## config.mk

```make
export PLATFORM = sky130hd
export DESIGN_NAME = position_tracker
export DESIGN_NICKNAME = d
export VERILOG_FILES = /design/src/rtl/fxp_pkg.sv /design/src/rtl/position_tracker.sv
export SDC_FILE = /design/constraint.sdc
export NUM_CORES = 1
export LEC_CHECK = 0
export CELL_PAD_IN_SITES_DETAIL_PLACEMENT = 1
export CELL_PAD_IN_SITES_GLOBAL_PLACEMENT = 2
export CORE_UTILIZATION = 29
export CTS_BUF_LIST = sky130_fd_sc_hd__clkbuf_16
export CTS_CLUSTER_DIAMETER = 200
export DETAILED_ROUTE_END_ITERATION = 6
export PLACE_DENSITY_LB_ADDON = 0.1
export SETUP_SLACK_MARGIN = 0.1
export SLEW_MARGIN = 0
export SYNTH_ARGS = -nofsm -noshare
export SYNTH_HDL_FRONTEND = slang
export SYNTH_SLANG_ARGS = --single-unit
```

## constraint.sdc

```tcl
create_clock -name clk -period 2.55 [get_ports clk]
set_input_delay 0.51 -clock clk [delete_from_list [all_inputs] [get_ports clk]]
set_output_delay 0.51 -clock clk [all_outputs]
set_load 0.02 [all_outputs]
```

## src/rtl/fxp_pkg.sv

```systemverilog
`default_nettype none
// ============================================================================
// Module   : fxp_pkg
// Purpose  : Q16.16 fixed-point constants and saturating-add helpers.
// Revision : 1.0 - initial release
// ============================================================================
package fxp_pkg;

    localparam logic [31:0] Q16_MAX = 32'h7FFF_FFFF;
    localparam logic [31:0] Q16_MIN = 32'h8000_0000;
    localparam logic [31:0] Q16_ONE = 32'h0001_0000;

    // Signed add at 33 bits, clamped back into the 32-bit Q16.16 range.
    function automatic logic [31:0] fxp_sat_add(input logic [31:0] a, input logic [31:0] b);
        logic [32:0] s;
        s = {a[31], a} + {b[31], b};
        if (s[32] != s[31]) begin
            return s[32] ? Q16_MIN : Q16_MAX;
        end
        return s[31:0];
    endfunction

    function automatic logic fxp_add_ovf(input logic [31:0] a, input logic [31:0] b);
        logic [32:0] s;
        s = {a[31], a} + {b[31], b};
        return s[32] != s[31];
    endfunction

endpackage
`default_nettype wire

```

## src/rtl/position_tracker.sv

```systemverilog
`default_nettype none
// ============================================================================
// Module   : position_tracker
// Purpose  : Net-position accumulator over a fill stream, emitting one
//            {position, beta} beat per accepted fill to the risk stage.
// Revision : 1.0 - initial release
// ============================================================================
module position_tracker
    import fxp_pkg::*;
(
    input  logic        clk,
    input  logic        rst_n,
    input  logic        fill_valid,
    output logic        fill_ready,
    input  logic [31:0] fill_qty,
    input  logic        fill_side,
    input  logic        beta_wr,
    input  logic [31:0] beta_cfg,
    input  logic        clear,
    output logic        out_valid,
    input  logic        out_ready,
    output logic [31:0] position_out,
    output logic [31:0] beta_out,
    output logic        sat_flag,
    output logic [15:0] fill_count
);

    logic [31:0] r_position;
    logic [31:0] r_beta;
    logic [31:0] r_pos_out;
    logic [31:0] r_beta_out;
    logic        r_out_valid;
    logic        r_sat;
    logic [15:0] r_count;

    logic        w_fill_ready;
    logic        w_accept;
    logic [31:0] w_qty_mag;
    logic [31:0] w_addend;
    logic [31:0] w_next_pos;
    logic        w_ovf;
    logic [31:0] w_beta_eff;

    // Clear blocks acceptance so the producer retries after the clear edge.
    assign w_fill_ready = !clear && (!r_out_valid || out_ready);
    assign w_accept     = fill_valid && w_fill_ready;

    // Bit 31 of the quantity is ignored, so negation never overflows.
    assign w_qty_mag  = {1'b0, fill_qty[30:0]};
    assign w_addend   = fill_side ? w_qty_mag : (~w_qty_mag + 32'd1);
    assign w_next_pos = fxp_sat_add(r_position, w_addend);
    assign w_ovf      = fxp_add_ovf(r_position, w_addend);
    assign w_beta_eff = beta_wr ? beta_cfg : r_beta;

    always_ff @(posedge clk or negedge rst_n) begin
        if (!rst_n) begin
            r_position <= '0;
            r_sat      <= 1'b0;
            r_count    <= '0;
        end else if (clear) begin
            r_position <= '0;
            r_sat      <= 1'b0;
            r_count    <= '0;
        end else if (w_accept) begin
            r_position <= w_next_pos;
            r_sat      <= r_sat | w_ovf;
            r_count    <= r_count + 16'd1;
        end
    end

    always_ff @(posedge clk or negedge rst_n) begin
        if (!rst_n) begin
            r_beta <= Q16_ONE;
        end else if (beta_wr) begin
            r_beta <= beta_cfg;
        end
    end

    // Single-entry output register: loads on accept, drains on consume.
    always_ff @(posedge clk or negedge rst_n) begin
        if (!rst_n) begin
            r_out_valid <= 1'b0;
            r_pos_out   <= '0;
            r_beta_out  <= Q16_ONE;
        end else if (w_accept) begin
            r_out_valid <= 1'b1;
            r_pos_out   <= w_next_pos;
            r_beta_out  <= w_beta_eff;
        end else if (out_ready) begin
            r_out_valid <= 1'b0;
        end
    end

    assign fill_ready   = w_fill_ready;
    assign out_valid    = r_out_valid;
    assign position_out = r_pos_out;
    assign beta_out     = r_beta_out;
    assign sat_flag     = r_sat;
    assign fill_count   = r_count;

endmodule
`default_nettype wire

```

Word-level counts from Yosys, hierarchy flattened

Cells that the tools add are included.

Bitwise logic cells: 2
Equality and inequality tests: 1
Reduce and logical (&&, ||, !) cells: 7
$add $sub $neg: 3
Mux-type cells: 14

Operators by type and width:

| operator                                      | count |
|---|---|
| two-way mux 32 bit                            | 7 |
| adder 32 x 32 -> 33 bit                       | 1 |
| adder 32 x 1 -> 32 bit, second input constant | 1 |
| two-way mux 16 bit                            | 2 |
| inverter 31 -> 32 bit                         | 1 |
| adder 16 x 1 -> 16 bit, second input constant | 1 |
| two-way mux 1 bit                             | 5 |
| nonzero test 2 bit                            | 2 |
| logical AND 1 bit                             | 2 |
| logical NOT 1 bit                             | 2 |
| logical OR 1 bit                              | 1 |
| != test 1 bit                                 | 1 |
| bitwise OR 1 bit                              | 1 |

Register bits: 146
Output and inout port bits: 83
Input bits: 71

Longest topological paths before layout

Gate-level depths: netlist (run 1).

Depth after elaboration: 9
Mapped depth: 20
Mapped depth without buffers: 17

Least setup slack after synthesis (run 1)

Ideal clock, no wire load.

Kind: input to register
Start point: input port fill_qty[8]
End point: register r_pos_out[19], in the netlist position_out[19]
Path buffers: 2
Path slack: -2.117 ns
Data arrival time: 4.535 ns
Required time: 2.419 ns
Library setup time: 0.131 ns
Stages on the path: 18
Cell sequence: or4_1 nor4_1 nand2b_1 nor4_2 nand3b_1 nor3b_2 a21oi_1 xor2_1 ha_1 buf_2 a21oi_1 o21ai_0 a221o_1 a31oi_1 a41oi_4 buf_2 o211ai_1 nand3_1

Word-level cells in the longest chain between the ends: 7
Elaborated cells between the ends (all ways): 9

Ends and longest elaborated chain:

| element                                                 | RTL line                     | text |
|---|---|---|
| from (decl)                                             | position_tracker.sv:15       | `input logic [31:0] fill_qty,` |
| inverter 31 -> 32 bit                                   | position_tracker.sv:50       | `assign w_addend = fill_side ? w_qty_mag : (~w_qty_mag + 32'd1);` |
| adder 32 x 1 -> 32 bit                                  | position_tracker.sv:50       |  |
| two-way mux 32 bit *                                    | position_tracker.sv:50       |  |
| adder 32 x 32 -> 33 bit *                               | fxp_pkg.sv:16                | `s = {a[31], a} + {b[31], b};` |
| two-way mux 32 bit or != test 1 bit (tied branches)     | fxp_pkg.sv:18, fxp_pkg.sv:17 |  |
| two-way mux 32 bit or two-way mux 1 bit (tied branches) | fxp_pkg.sv:17                | `if (s[32] != s[31]) begin` |
| two-way mux 32 bit *                                    | fxp_pkg.sv:20                | `return s[31:0];` |
| to (signal assigned)                                    | position_tracker.sv:87       | `r_pos_out <= w_next_pos;` |
| to (decl)                                               | position_tracker.sv:30       | `logic [31:0] r_pos_out;` |

Every way passes the cells marked *; elsewhere a longest branch is shown, timed or not. The select of a mux whose other input is x is not followed.
A chain may end at the register's enable or synchronous reset.

Final worst setup path (run 1)

Start point: input port fill_qty[8]
End point: register r_position[30]

Word-level cells in the longest chain between the ends: 9
Elaborated cells between the ends (all ways): 11

Ends and longest elaborated chain:

| element                                                 | RTL line                     | text |
|---|---|---|
| inverter 31 -> 32 bit                                   | position_tracker.sv:50       |  |
| adder 32 x 1 -> 32 bit                                  | position_tracker.sv:50       |  |
| two-way mux 32 bit *                                    | position_tracker.sv:50       |  |
| adder 32 x 32 -> 33 bit *                               | fxp_pkg.sv:16                |  |
| two-way mux 32 bit or != test 1 bit (tied branches)     | fxp_pkg.sv:18, fxp_pkg.sv:17 |  |
| two-way mux 32 bit or two-way mux 1 bit (tied branches) | fxp_pkg.sv:17                |  |
| two-way mux 32 bit *                                    | fxp_pkg.sv:20                |  |
| two-way mux 32 bit *                                    | position_tracker.sv:64       | `end else if (w_accept) begin` |
| two-way mux 32 bit *                                    | position_tracker.sv:60       | `end else if (clear) begin` |
| to (signal assigned)                                    | position_tracker.sv:65       | `r_position <= w_next_pos;` |
| to (decl)                                               | position_tracker.sv:28       | `logic [31:0] r_position;` |

Marks and branches as above.

==> metrics, run 1 <==
total of flip-flops plus latches after synthesis=146; crit start category=primary input; number of H-tree levels=4; DIE WIDTH=171 um; area enclosed by the die boundary=29400 sq um; average cell area after synthesis=9.36 sq um; Worst Hold Class=primary input to asynchronous set/reset pin; initial antenna violation count=0; sequential area share after synthesis=44.0%; FF-to-FF Start=r_position[0]; Power, Total=0.0115 W; area of the core=28000 sq um; number of nets in the synthesized netlist=995; Clk pin slew, worst setup/hold paths=0.07 ns; setup slack on the worst flop-to-flop path=-0.53 ns; biggest area contributors in the synthesized netlist=sky130_fd_sc_hd__dfrtp_1, sky130_fd_sc_hd__nand2_1, sky130_fd_sc_hd__ha_1, sky130_fd_sc_hd__mux2_2, sky130_fd_sc_hd__xor2_1; number of global-route vias before repair=8332; Max Buffers Root-to-Sink=2; net total in the final layout=1328; RSZ-0062 raised after global routing=true; half-perimeter wire length after placement=20.4 mm; I/O Buffers=152; I/O pins=154; final RePlAce weighted congestion=0.797; summed negative setup slack over all endpoints=-116.24 ns; Crit Path Max Fanout=36; Pleak=6.03 nW; latest clock arrival within the worst-skew pair=0.43 ns; remaining max-slew budget at the tightest pin=52.0%; fin. max-slew vios=0; count of different cell masters after synthesis=66; launching element of the worst setup path=fill_qty[8]; non-filler instance count after layout=1612; maximum clock frequency=0.228 GHz; first-pass GRT wire length=45.1 mm; minimum period implied by the final worst setup slack=4.39 ns; area occupied by multi-input gates=4590 sq um; clock power share=22.8%; Worst path max stage delay=0.55 ns; number of failing setup endpoints in the final timing report=65; clock skew=0.0130 ns; count of max-cap constraint violations=0; Initial Utilization=29.7%; GRT Total Usage=20.0%; cells after synthesis=888; number of sinks on the clock net=146; vias per cell=4.81; critical path's slowest cell=sky130_fd_sc_hd__or4_4; average wire length per cell after detail routing=17.5 um; Root Buffer=sky130_fd_sc_hd__clkbuf_16; aggregate global routing overflow=0; internal cell power=0.00706 W; Synth Warn #=0; share of power burned in registers=27.8%; die span in y=171 um; CP Class=primary input to register; final-report hold violation count=0; post-synth top area cell=sky130_fd_sc_hd__dfrtp_1; Area Growth Syn to Fin=51.8%; pin count of the biggest net entering global routing=57; fill cell count=3177; maximum VDD drop=0.000461 V; failing checks=setup timing; Storage cell area=3660 sq um; Worst-Margin Slew=0.721 ns; total standard cell area after synthesis=8320 sq um; Num CTS Buffers=17; total number of vias=7757; length of the first detailed-routing pass in iterations=4; number of antenna diodes=0; sw frac=38.7%; fraction of final layout cells sized beyond drive strength 1=27.0%; worst path cell trace=buf_6 > or4_4 > nor4_4 > nand2b_1 > nor4_4 > nand3b_1 > buf_4 > nor3b_4 > a21oi_2 > xor2_1 > ha_2 > a21o_1 > a21o_1 > a21oi_2 > mux2i_1 > o211ai_1 > a311oi_4 > buf_6 > nand3_2 > buf_12 > o211ai_1; net load switching power=0.00446 W; fin crit share=172%; crit path DAT=4.73 ns; Comb power frac=49.4%; wirelength, routed=28.2 mm; Final Worst Setup Slack=-1.84 ns; required time at the endpoint of the critical path=2.89 ns; placement-stage worst setup slack=-2.73 ns; Iter 0 DRT Violations=266; PwrDens=912 nW/um^2; Core Rows=61; R2R Path End=r_position[22]; count of cells along the worst register-to-register path=12; TritonCTS clock tree=built; share of synthesized flip-flops with an asynchronous set or reset=100%; number of nets with antenna violations after routing=0; status=finished, violations left; Synth top area share=43.3%; placed cell count=1561; DRC Markers=0; count of flip-flops with a built-in enable after synthesis=0; critical path capture point type=register; Main synth FF type=sky130_fd_sc_hd__dfrtp_1
-- registers in the layout, indices dropped and copies added, names as in the netlist --
register      cells
r_position       32
position_out     32
beta_out         32
out_valid         1
sat_flag          1
r_beta           32
fill_count       16
-- cell type report --
class	count	area share (%)
clock buffers	17	3.37
clock inverters	15	1.39
inverters	15	0.446
multi-input cells	678	36.4
flip-flops and latches	146	29.0
well taps	378	3.75
repair buffers	363	25.7
-- cell usage after synthesis (all sizes together) (3+ instances only) --
cell type  number
buf            20
nand3          58
nor2           47
mux2i           4
a211oi          3
a221o           3
nor4            7
and3            6
a31oi           8
nand3b          6
nand4          10
a21oi          51
ha             35
clkbuf         29
nor2b           7
o21a            3
nand2         183
nand2b          6
and4            3
o21ai          22
and2            6
xor2           42
o211ai         41
mux2           33
dfrtp         144
xnor2          24
a21o           21
nor3           13
inv            15
o21bai          5
-- layer usage --
metal	wire length [um]	global-route usage, %	vias up
li1	-	-	3781
met3	810	2.92	18
met2	13800	34.5	122
met5	0	0	-
met1	13300	26.1	3836
met4	340	4.66	0
-- placed cells by master, fill, tap and decap left out, types with 9 or more instances in the layout --
cell and n:
sky130_fd_sc_hd__xor2_1 42, sky130_fd_sc_hd__nor2_1 43, sky130_fd_sc_hd__nor3_1 13, sky130_fd_sc_hd__o21ai_0 12
sky130_fd_sc_hd__a21o_1 21, sky130_fd_sc_hd__clkbuf_16 17, sky130_fd_sc_hd__ha_1 33, sky130_fd_sc_hd__a21oi_2 11
sky130_fd_sc_hd__nand3_1 52, sky130_fd_sc_hd__nand4_1 9, sky130_fd_sc_hd__o211ai_1 39, sky130_fd_sc_hd__mux2_2 33
sky130_fd_sc_hd__dfrtp_1 144, sky130_fd_sc_hd__nand2_1 182, sky130_fd_sc_hd__inv_1 16, sky130_fd_sc_hd__buf_6 16
sky130_fd_sc_hd__xnor2_1 24, sky130_fd_sc_hd__clkdlybuf4s50_1 146, sky130_fd_sc_hd__buf_4 190, sky130_fd_sc_hd__a21oi_1 38
-- stage by stage --
step | area [sq um] | util, % | hold slack [ns]
after floorplan | 8420 | - | 0.214
after global placement | 11700 | 41.8 | 0.450
after detailed placement | 11700 | 41.8 | 0.458
after CTS | 12500 | 44.7 | 0.0495
after global routing | 12600 | 45.1 | 0.0587
final | 12600 | 45.1 | 0.0501
-- worst max-delay path by stage --
stage                            end
global route        position_out[30]
global placement    position_out[10]
finish                r_position[30]
floorplan           position_out[19]
detailed placement     r_position[6]
CTS                   r_position[21]
-- critical path, delay by kind of cell --
kind,cells,cell delay (ns)
compound gates,7,1.22
xor+xnor,1,0.17
fa+ha+maj,1,0.20
buf+inv,4,0.68
mux,1,0.23
simple gates,7,1.70
-- power groups by stage --
| stage | Sequential, W | Combinational [W] | Clock (W) |
|---|---|---|---|
| detailed placement | 0.00325 | 0.00542 | 0 |
| finish | 0.00320 | 0.00569 | 0.00262 |
| global placement | 0.00325 | 0.00536 | 0 |
| floorplan | 0.00354 | 0.00243 | 0 |
| global route | 0.00328 | 0.00622 | 0.00278 |
| CTS | 0.00322 | 0.00565 | 0.00270 |
-- logic make-up (layout without fill, tap and decap cells) --
kind of cell             count (synthesis)  after routing  share of synthesized area (%)
XOR/XNOR                                66             66                           6.95
AND/OR/NAND/NOR                        367            367                           20.6
AO/OA/AOI/OAI                          172            172                           14.5
multiplexers                            37             37                           4.95
buffers and inverters                   64            410                           3.49
flip-flops                             146            146                           44.0
adder cells (fa/ha/maj)                 36             36                           5.51
-- timing repair --
| item | CTS | global route |
|---|---|---|
| endpoints found under the setup margin | 65 | 66 |
| setup buffers | 10 | 9 |
| gates cloned | 2 | 1 |
| pin swaps | 37 | 21 |
| resized for setup | 39 | 26 |
| hold buffers | 0 | 0 |
(Power assumes the default switching activity.)
==> run 2, diff against run 1 <==
--- a/config.mk
+++ b/config.mk
@@ -7,12 +7,14 @@
 export LEC_CHECK = 0
 export CELL_PAD_IN_SITES_DETAIL_PLACEMENT = 1
 export CELL_PAD_IN_SITES_GLOBAL_PLACEMENT = 2
+export CORE_MARGIN = 2
 export CORE_UTILIZATION = 29
 export CTS_BUF_LIST = sky130_fd_sc_hd__clkbuf_16
 export CTS_CLUSTER_DIAMETER = 200
 export DETAILED_ROUTE_END_ITERATION = 6
 export PLACE_DENSITY_LB_ADDON = 0.1
 export SETUP_SLACK_MARGIN = 0.1
+export SKIP_LAST_GASP = 1
 export SLEW_MARGIN = 0
 export SYNTH_ARGS = -nofsm -noshare
 export SYNTH_HDL_FRONTEND = slang
==> run 2 against run 1 <==
  * The flow still finishes with violations (setup timing)
  * Total power is 2.6% lower
  * Clock-buffer cell count did not move
  * Utilization shrank 0.21 points
  * First-iteration DRC count up 2.3%
  * Final area decreased by 0.46%
  * Die area rose by 2.3%
  * Combinational power fell by 3%
  * Clock skew up 0.0034 ns
  * Critical endpoint is now position_out[23]
  * Largest cell class unchanged
==> metrics, run 2 (synthesis gave the netlist of run 1 again) <==
clock skew=0.0164 ns (+0.00337 ns); Area Growth Syn to Fin=51.1%; net total in the final layout=1322 (-0.45%); aggregate global routing overflow=0 (unchanged); RSZ-0062 raised after global routing=true; net load switching power=0.00426 W (-4.4%); most frequent standard cell in the layout excluding fill and tap cells=sky130_fd_sc_hd__buf_4; share of power burned in registers=28.3% (+0.5 points); fraction of final layout cells sized beyond drive strength 1=26.4% (-0.58 points); I/O Buffers=152 (unchanged); crit start category=primary input; Crit Path Max Fanout=7 (-81%); area of the core=28000 sq um (unchanged); number of failing setup endpoints in the final timing report=65 (unchanged); placement-stage worst setup slack=-2.71 ns (+0.0228 ns); Num CTS Buffers=17 (unchanged); remaining max-slew budget at the tightest pin=58.7% (+6.7 points); number of antenna diodes=0 (unchanged); GRT Total Usage=18.5% (-1.5 points); CP Class=primary input to register; Worst path max stage delay=0.45 ns (-0.10 ns); total number of vias=7625 (-1.7%); DRC Markers=0 (unchanged); number of nets with antenna violations after routing=0 (unchanged); failing checks=setup timing; commonest non-fill, non-tap cells in the layout=sky130_fd_sc_hd__buf_4, sky130_fd_sc_hd__nand2_1, sky130_fd_sc_hd__dfrtp_1; Clk pin slew, worst setup/hold paths=0.07 ns (about the same); clock power share=22.4% (-0.4 points); vias per cell=4.75 (-1.3%); latest clock arrival within the worst-skew pair=0.43 ns (about the same); critical path's slowest cell=sky130_fd_sc_hd__clkdlybuf4s50_1; count of hold-fix buffers inserted at cts=0 (unchanged); average wire length per cell after detail routing=17.0 um (-3.1%); DIE WIDTH=173 um (+1.2%); sw frac=38.0% (-0.74 points); internal cell power=0.00696 W (-1.4%); final-report hold violation count=0 (unchanged); PwrDens=893 nW/um^2 (-2.1%); number of H-tree levels=4 (unchanged); initial antenna violation count=0 (unchanged); half-perimeter wire length after placement=20.2 mm (-1.2%); Max Buffers Root-to-Sink=2 (unchanged); area enclosed by the die boundary=30000 sq um (+2.3%); TritonCTS clock tree=built; Initial Utilization=29.7% (unchanged); required time at the endpoint of the critical path=2.84 ns (-0.05 ns); number of sinks on the clock net=146 (unchanged); status=finished, violations left; maximum VDD drop=0.000390 V (-15%); fin crit share=170% (-2.4 points); fin. max-slew vios=0 (unchanged); pin count of the biggest net entering global routing=56 (-1.8%); Worst-Margin Slew=0.612 ns (-0.109 ns); number of global-route vias before repair=8237 (-1.1%); Root Buffer=sky130_fd_sc_hd__clkbuf_16; placed cell count=1557 (-0.26%); Core Rows=61 (unchanged); die span in y=173 um (+1.2%); length of the first detailed-routing pass in iterations=4 (unchanged); critical path capture point type=register; non-filler instance count after layout=1605 (-0.43%); count of max-cap constraint violations=0 (unchanged); Worst Hold Class=primary input to asynchronous set/reset pin; summed negative setup slack over all endpoints=-112.21 ns (+4.03 ns); fill cell count=3220 (+1.4%); Pleak=6.01 nW (-0.28%); final RePlAce weighted congestion=0.819 (+2.7%); Comb power frac=49.3% (about the same); Iter 0 DRT Violations=272 (+2.3%); wirelength, routed=27.2 mm (-3.6%); Final Worst Setup Slack=-1.78 ns (+0.0625 ns); cell occurring most often along the worst timing path=sky130_fd_sc_hd__buf_6; first-pass GRT wire length=44.6 mm (-1.1%); I/O pins=154 (unchanged); minimum period implied by the final worst setup slack=4.33 ns (-0.0625 ns); maximum clock frequency=0.231 GHz (+1.4%); worst path cell trace=clkdlybuf4s50_1 > nor2_1 > nor4b_4 > nor2b_1 > buf_4 > nand3b_1 > buf_6 > nor3b_4 > buf_6 > a21oi_2 > xor2_1 > ha_2 > a21oi_4 > o21ai_1 > a221o_1 > a31oi_4 > a41oi_4 > buf_6 > o211ai_1 > nand3_2; crit path DAT=4.62 ns (-0.11 ns)
==> run 2: worst paths after layout <==
path                               start                to  slack, ns  cells after the start
max in group asynchronous          rst_n      beta_out[13]       1.87                      2
min reg2reg                 beta_out[16]      beta_out[16]       0.47                      2
max reg2reg                r_position[0]  position_out[28]      -0.51                     12
min in group clk            beta_out[16]      beta_out[16]       0.47                      2
max                          fill_qty[2]  position_out[23]      -1.78                     20
min                                rst_n       beta_out[8]       0.02                      1
==> run 2: routing by layer <==
metal / up-vias / routed length [um] / GRT usage (%)
met3: 26 / 851 / 3.03
met2: 126 / 12800 / 31.0
met1: 3701 / 13200 / 24.7
met5: - / 0 / 0
li1: 3772 / - / -
met4: 0 / 391 / 4.77
==> run 2: worst max-delay path, delay by kind of cell <==
kind | cells | cell delay, ns
AOI/OAI and AO/OA | 7 | 1.44
xor gates and xnor gates | 1 | 0.19
adders and majority gates | 1 | 0.35
buffers and inverters | 5 | 1.10
and+or+nand+nor | 6 | 1.01
==> run 2: repair_timing <==
item	in CTS	in global routing
endpoints found under the setup margin	65	66
cloned	3	1
pin swaps	32	4
resized for setup	48	10
setup buffers	11	3
hold endpoints to repair	0	0
==> run 2: power groups by stage <==
stage | sequential (W) | clock (W) | combinational [W]
2_1_floorplan | 0.00354 | 0 | 0.00243
3_3_place_gp | 0.00323 | 0 | 0.00532
3_5_place_dp | 0.00323 | 0 | 0.00536
4_1_cts | 0.00319 | 0.00258 | 0.00555
5_1_grt | 0.00326 | 0.00266 | 0.00606
6_report | 0.00318 | 0.00251 | 0.00553
==> run 2: stage by stage <==
stage               cell area, sq um  power [W]  util [%]  hold WS (ns)
finish                         12600     0.0112      44.9        0.0242
global route                   12600     0.0120      44.9        0.0530
CTS                            12500     0.0113      44.5        0.0465
detailed placement             11700    0.00859      41.7         0.458
global placement               11700    0.00854      41.7         0.449
floorplan                       8420    0.00597         -         0.214
==> run 2: layout make-up <==
cell class              count  area [sq um]  area share, %
repair buffers            357          3240           25.8
clock buffers              17           425           3.39
clock inverters            14           145           1.16
well taps                 378           473           3.76
inverters                  15          56.3          0.448
multi-input cells         678          4570           36.3
flip-flops and latches    146          3660           29.1
